$ cat src/rtl/runner_game_core.sv
`default_nettype none
// ============================================================================
// Module   : runner_game_core
// Brief    : Side-scroller engine: game FSM, scrolling obstacle track, jump
//            timing, score and speed ramp. High score kept when the macro
//            RUNNER_HISCORE_EN is defined, otherwise tied to zero.
// Revision : 1.0 - initial release
// ============================================================================
module runner_game_core #(
  parameter int unsigned TRACK_LEN   = 16,
  parameter int unsigned SCORE_W     = 32,
  parameter int unsigned BASE_PERIOD = 250000,
  parameter int unsigned PERIOD_STEP = 20000,
  parameter int unsigned MIN_PERIOD  = 50000,
  parameter int unsigned LEVEL_STEPS = 32,
  parameter int unsigned MAX_LEVEL   = 7,
  parameter int unsigned JUMP_STEPS  = 3,
  parameter int unsigned DENSITY     = 64,
  parameter int unsigned MIN_GAP     = 2
) (
  input  logic                 CLK,
  input  logic                 RST,
  input  logic                 start,
  input  logic                 jump,
  input  logic                 abort,
  input  logic [15:0]          rand_in,
  output logic [1:0]           state,
  output logic                 dino_air,
  output logic [TRACK_LEN-1:0] obstacle_map,
  output logic [2:0]           level,
  output logic [SCORE_W-1:0]   score,
  output logic [SCORE_W-1:0]   hiscore,
  output logic                 game_over,
  output logic                 frame_valid
);

  typedef enum logic [1:0] {
    S_IDLE = 2'd0,
    S_PLAY = 2'd1,
    S_OVER = 2'd2
  } state_t;

  localparam int unsigned c_PRESC_W = $clog2(BASE_PERIOD + 1);
  localparam int unsigned c_AIR_W   = $clog2(JUMP_STEPS + 2);
  localparam int unsigned c_GAP_W   = $clog2(MIN_GAP + 2);
  localparam int unsigned c_LVLC_W  = $clog2(LEVEL_STEPS + 1);
  localparam int unsigned c_SPAN    = BASE_PERIOD - MIN_PERIOD;

  state_t               r_state, w_state_next;
  logic [TRACK_LEN-1:0] r_map, w_map_shift;
  logic [SCORE_W-1:0]   r_score, w_score_next;
  logic [2:0]           r_level;
  logic [c_LVLC_W-1:0]  r_lvl_cnt;
  logic [c_AIR_W-1:0]   r_air, w_air_pre, w_air_next;
  logic [c_GAP_W-1:0]   r_gap;
  logic [c_PRESC_W-1:0] r_presc, w_period;
  logic [31:0]          w_dec;
  logic                 w_play, w_clear, w_step, w_jump_ok, w_spawn, w_collide;
  logic                 w_enter_over, w_frame_next;
  logic                 r_game_over, r_frame_valid;
  logic                 w_unused;

  assign w_unused = ^rand_in[15:8];

  always_comb begin
    w_dec    = 32'(r_level) * PERIOD_STEP;
    w_period = (w_dec > c_SPAN) ? c_PRESC_W'(MIN_PERIOD) : c_PRESC_W'(BASE_PERIOD - w_dec);

    w_play    = (r_state == S_PLAY);
    w_clear   = start && !w_play;
    w_step    = w_play && !abort && (r_presc == w_period - c_PRESC_W'(1));
    // A jump landing on the step cycle is loaded before the step decrements it
    w_jump_ok = w_play && !abort && jump && (r_air == '0);
    w_air_pre = w_jump_ok ? c_AIR_W'(JUMP_STEPS) : r_air;
    w_air_next = (w_step && (w_air_pre != '0)) ? w_air_pre - c_AIR_W'(1) : w_air_pre;

    w_spawn     = ({1'b0, rand_in[7:0]} < 9'(DENSITY)) && (r_gap >= c_GAP_W'(MIN_GAP));
    w_map_shift = {w_spawn, r_map[TRACK_LEN-1:1]};
    w_score_next = r_score;
    if (w_step && (r_score != '1)) begin
      w_score_next = r_score + SCORE_W'(1);
    end
    w_collide = w_step && w_map_shift[0] && (w_air_next == '0);
  end

  always_comb begin
    w_state_next = r_state;
    case (r_state)
      S_IDLE:  if (start) w_state_next = S_PLAY;
      S_PLAY:  if (abort || w_collide) w_state_next = S_OVER;
      S_OVER:  if (start) w_state_next = S_PLAY;
      default: w_state_next = S_IDLE;
    endcase
    w_enter_over = (w_state_next == S_OVER) && (r_state != S_OVER);
    w_frame_next = (w_state_next != r_state) || w_step || w_jump_ok;
  end

  always_ff @(posedge CLK or posedge RST) begin
    if (RST) r_state <= S_IDLE;
    else     r_state <= w_state_next;
  end

  always_ff @(posedge CLK or posedge RST) begin
    if (RST) begin
      r_map         <= '0;
      r_score       <= '0;
      r_level       <= '0;
      r_lvl_cnt     <= '0;
      r_air         <= '0;
      r_gap         <= '0;
      r_presc       <= '0;
      r_game_over   <= 1'b0;
      r_frame_valid <= 1'b0;
    end else begin
      r_game_over   <= w_enter_over;
      r_frame_valid <= w_frame_next;
      if (w_clear) begin
        r_map     <= '0;
        r_score   <= '0;
        r_level   <= '0;
        r_lvl_cnt <= '0;
        r_air     <= '0;
        r_presc   <= '0;
      end else if (w_play && !abort) begin
        r_air <= w_air_next;
        if (w_step) begin
          r_presc <= '0;
          r_map   <= w_map_shift;
          r_score <= w_score_next;
          r_gap   <= w_spawn ? '0 :
                     (r_gap >= c_GAP_W'(MIN_GAP)) ? r_gap : r_gap + c_GAP_W'(1);
          // Level tracks score multiples via a wrap counter instead of a divider
          if (r_score != '1) begin
            if (r_lvl_cnt == c_LVLC_W'(LEVEL_STEPS - 1)) begin
              r_lvl_cnt <= '0;
              if (r_level < 3'(MAX_LEVEL)) r_level <= r_level + 3'd1;
            end else begin
              r_lvl_cnt <= r_lvl_cnt + c_LVLC_W'(1);
            end
          end
        end else begin
          r_presc <= r_presc + c_PRESC_W'(1);
        end
      end
    end
  end

`ifdef RUNNER_HISCORE_EN
  logic [SCORE_W-1:0] r_hiscore;

  always_ff @(posedge CLK or posedge RST) begin
    if (RST) begin
      r_hiscore <= '0;
    end else if (w_enter_over && (w_score_next > r_hiscore)) begin
      r_hiscore <= w_score_next;
    end
  end

  assign hiscore = r_hiscore;
`else
  assign hiscore = '0;
`endif

  assign state        = r_state;
  assign dino_air     = (r_air != '0);
  assign obstacle_map = r_map;
  assign level        = r_level;
  assign score        = r_score;
  assign game_over    = r_game_over;
  assign frame_valid  = r_frame_valid;

endmodule

`default_nettype wire

$ cat config.mk
export PLATFORM = sky130hd
export DESIGN_NAME = runner_game_core
export DESIGN_NICKNAME = d
export VERILOG_FILES = /design/src/rtl/runner_game_core.sv
export SDC_FILE = /design/constraint.sdc
export NUM_CORES = 1
export LEC_CHECK = 0
export BUFFER_PORTS_ARGS = -buffer_cell sky130_fd_sc_hd__buf_4
export CORE_MARGIN = 2
export CORE_UTILIZATION = 58
export CTS_BUF_LIST = sky130_fd_sc_hd__clkbuf_8
export DETAILED_ROUTE_END_ITERATION = 10
export PLACE_DENSITY = 0.93
export RECOVER_POWER = 25
export SLEW_MARGIN = 20
export SYNTH_ARGS = -nofsm -noshare
export SYNTH_HDL_FRONTEND = slang
export SYNTH_SLANG_ARGS = --single-unit
$ cat constraint.sdc
create_clock -name CLK -period 5.1 [get_ports CLK]
set_clock_uncertainty 0.2 [all_clocks]
set_input_delay 1.275 -clock CLK [delete_from_list [all_inputs] [get_ports CLK]]
set_output_delay 1.275 -clock CLK [all_outputs]
set_load 0.005 [all_outputs]
==> impl_metrics.py <==
metrics = {
    "placed_design": {
        "portBuffers": 62,
        "gpl.final_weighted_congestion": 0.944,
        "area_of_placed_instances_sq_um": 6230,
        "post-dp-hpwl_mm": 10.3,
    },
    "cts": {
        "clkSinkCount": 84,
        "clk_transition_reported_paths_ns": 0.09,
        "h-tree-depth": 3,
        "worst_skew_pair.late_latency_ns": 0.37,
        "cts_tree": "done",
        "clock_tree.root_cell": "clkbuf_8",
        "ctsLongestPathBuffers": 2,
        "post_cts_buffers": 0,
        "numCtsBuffers": 9,
    },
    "global_route": {
        "global_route.usage.total": 0.289,
        "initial_antenna_violation_count": 0,
        "largest_net_degree_at_the_start_of_global_routing": 60,
        "grt_overflow_total": 0,
        "grt_pass1_wl_mm": 24.3,
        "via_count_of_the_first_global_routing_pass": 5092,
    },
    "timing": {
        "finalCritPeriodShare": 0.967,
        "finalCriticalPeriod_ns": 4.93,
        "worstMarginPinSlew_ns": 2.59,
        "timing.max_slew.rel_slack": -0.739,
        "grt_setup_unrepaired": "true",
        "final_max_slew_viol_count": 60,
        "finalHoldViolations": 0,
        "fmax_mhz": 203,
        "setup_tns_ns": 0,
        "setup_violations_final": 0,
    },
    "floorplanning": {
        "num_rows": 36,
        "floorplan.die.width_um": 103,
        "placeableCoreArea_sq_um": 9680,
        "initial_utilization": 0.592,
        "fp.dieH_um": 103,
        "floorplan.io_pins": 109,
        "floorplan.die_area_sq_um": 10700,
    },
    "power": {
        "power_mw": 1.37,
        "vdd.ir_drop.worst_mv": 0.277,
        "pwr_density_cell_nw_per_um2": 211,
        "leakagePower_nw": 2.94,
    },
    "setup_path": {
        "ff2ff_path_depth": 14,
        "critical_path.top_delay_family": "simple AND/OR/NAND/NOR gates",
        "path_class": "register to register",
        "crit_path_cell_trace": "inv_1 -> fa_1 -> inv_1 -> ha_1 -> fa_1 -> xor2_1 -> or4b_4 -> a2111oi_4 -> a221oi_1 -> a2111o_1 -> nand4b_1 -> buf_4 -> or4_1 -> a21oi_1",
        "cp_num_buf_inv": 3,
        "r2r_setup_slack_ns": 0.17,
        "end_kind": "register",
        "crit_fanout": 38,
        "crit_arrival_ns": 5.01,
        "data_required_time_of_the_critical_path_ns": 5.18,
        "start_kind": "register",
        "worstReg2RegEnd": "score[26]",
        "slowest_stage": "or4b_4",
        "cpPeakStageDelay_ns": 0.59,
        "crit-reg2reg-launch": "level[0]",
    },
    "min_path": {
        "holdCritStartpoint": "r_gap[0]",
        "hold_path.class": "register to register",
        "holdPathStages": 2,
        "hold_path_end": "r_gap[0]",
    },
    "routing": {
        "first_pass_iters": 5,
        "final_antenna_net_count": 0,
        "detailroute.via_count": 5413,
        "initialDrtViolationCount": 603,
        "post_detailed_route_wirelength_per_cell_um": 18.2,
        "drc_errors": 0,
        "totalWireLength_mm": 15.4,
        "avgViaCountPerCell": 6.39,
    },
    "synth": {
        "synth_sequential_area_ratio": 0.366,
        "synthXorXnorAreaFrac": 0.0351,
        "post_synth_inst_count": 654,
        "synth_compound_gate_area_share": 0.174,
        "synth-simple-area-share": 0.260,
        "post_synth_main_area_contributors": "dfrtp_1, a21oi_1, buf_4, or4_1, mux2i_1",
        "number_of_flops_mapped_to_enable_cells_by_yosys": 0,
        "syn_avg_cell_area_sq_um": 8.77,
        "ys_dominant_reg_cell": "dfrtp_1",
        "postSynth.asyncResetShare": 1.00,
        "synth_cell_type_count": 69,
        "dominant_combinational_cell_family_by_area_after_synthesis": "simple AND/OR/NAND/NOR gates",
        "adder_and_majority_gate_portion_of_the_synthesized_area": 0.0410,
        "yosys.area.top_type": "dfrtp_1",
        "yosysWarnings": 0,
        "synth.mux.area_fraction": 0.0366,
        "cell_area_after_synthesis_sq_um": 5740,
        "ys_ff_latch": 84,
        "yosysTopAreaCellShare": 0.366,
    },
    "finish": {
        "final.fill_count": 725,
        "area_delta_synth_final_pct": 13.2,
        "multi_input_area_sq_um": 3320,
        "ff_latch_area_sq_um": 2100,
        "most-common-layout-cells": "dfrtp_1, buf_4, nor2_1, a21oi_1, nand2_1",
        "layout-drive-gt1-share": 0.158,
        "final_common_cell": "dfrtp_1",
        "final_net_count": 747,
        "num_antenna_cells": 0,
        "final_core_utilization": 0.670,
        "layout.cell_area.non_filler_sq_um": 6490,
    },
    "flow_run": {
        "drv.max_cap_violation_count": 1,
    },
    "run_status": {
        "violations": "capacitance limit, slew limit",
        "run_status": "finished, violations left",
    },
}
## Yosys cell counts, drive strengths merged, types with 3 or more instances
library cell and instances:
clkbuf 25, a2111oi 3, nor4b 4, buf 41
nand2 46, a31oi 4, nor4 5, nor2 54
o221ai 4, xor2 12, nor2b 6, a221oi 3
o31ai 26, nand2b 8, and3 8, or4 31
and2 7, or3b 3, inv 28, or3 13
xnor2 11, a21oi 49, o311ai 3, a21o 4
nand4 17, nor3 11, nand3b 7, dfrtp 84
ha 14, or2 4, a211oi 5, o21a 3
nand3 26, fa 3, o21ai 26, and4 7
mux2i 21
## layout make-up
| type | count | share of cell area |
|---|---|---|
| clock buffers | 11 | 0.0233 |
| multi-input cells | 508 | 0.511 |
| flip-flops and latches | 84 | 0.324 |
| clock inverters | 5 | 0.00925 |
| repair buffers | 78 | 0.0902 |
| inverters | 28 | 0.0164 |
| well taps | 133 | 0.0256 |
## metal layers
layer	global-route usage	share of wire	vias up
met5	0	0	-
met4	0.113	0.030	0
met3	0.0484	0.077	47
met2	0.470	0.48	296
met1	0.387	0.41	2613
li1	-	-	2457
## metrics by stage
stage	worst slack, ns	hold slack [ns]	instances
4_1_cts	0.0854	0.318	846
6_report	0.169	0.316	847
3_5_place_dp	0.176	0.292	830
3_3_place_gp	0.271	0.286	830
2_1_floorplan	0.358	0.263	685
5_1_grt	-0.0545	0.358	847
## worst min-delay path, delay by kind of cell, from the launching register on
kind	cells	cell delay, ns
AOI/OAI and AO/OA	1	0.08
DFF	1	0.35
and+or+nand+nor	1	0.05
## logic make-up after synthesis
family          count (synthesis)
xor+xnor                       23
buf+inv                        94
other cells                     1
mux                            21
compound gates                149
simple gates                  265
fa+ha+maj                      17
flops                          84
## how the worst max path moves through the flow
stage / from / end / slack (ns) / depth (start not counted)
2_1_floorplan: level[0] / score[14] / 0.36 / 14
3_3_place_gp: level[0] / score[14] / 0.27 / 13
3_5_place_dp: level[0] / score[21] / 0.18 / 13
4_1_cts: level[0] / score[22] / 0.09 / 13
5_1_grt: level[0] / score[26] / -0.05 / 14
6_report: level[0] / score[26] / 0.17 / 14
## flip-flops by register name, summed over array words and instances (netlist names), 2 cells and up
signal        cells
score            32
r_presc          18
obstacle_map     16
r_lvl_cnt         6
level             3
r_air             3
r_gap             2
state             2
## report_power, final
group | switching (mW) | internal, mW | total, mW | leakage, nW
Combinational | 0.109 | 0.0547 | 0.164 | 1.66
Sequential | 0.0160 | 0.683 | 0.699 | 1.17
Clock | 0.249 | 0.255 | 0.504 | 0.111
## timing repair
| item | in CTS | in global routing |
|---|---|---|
| gates resized for setup | 0 | 5 |
| endpoints found under the setup margin | 0 | 12 |
| hold buffers | 0 | 0 |
Note: power is estimated with default switching activity, not from simulation.
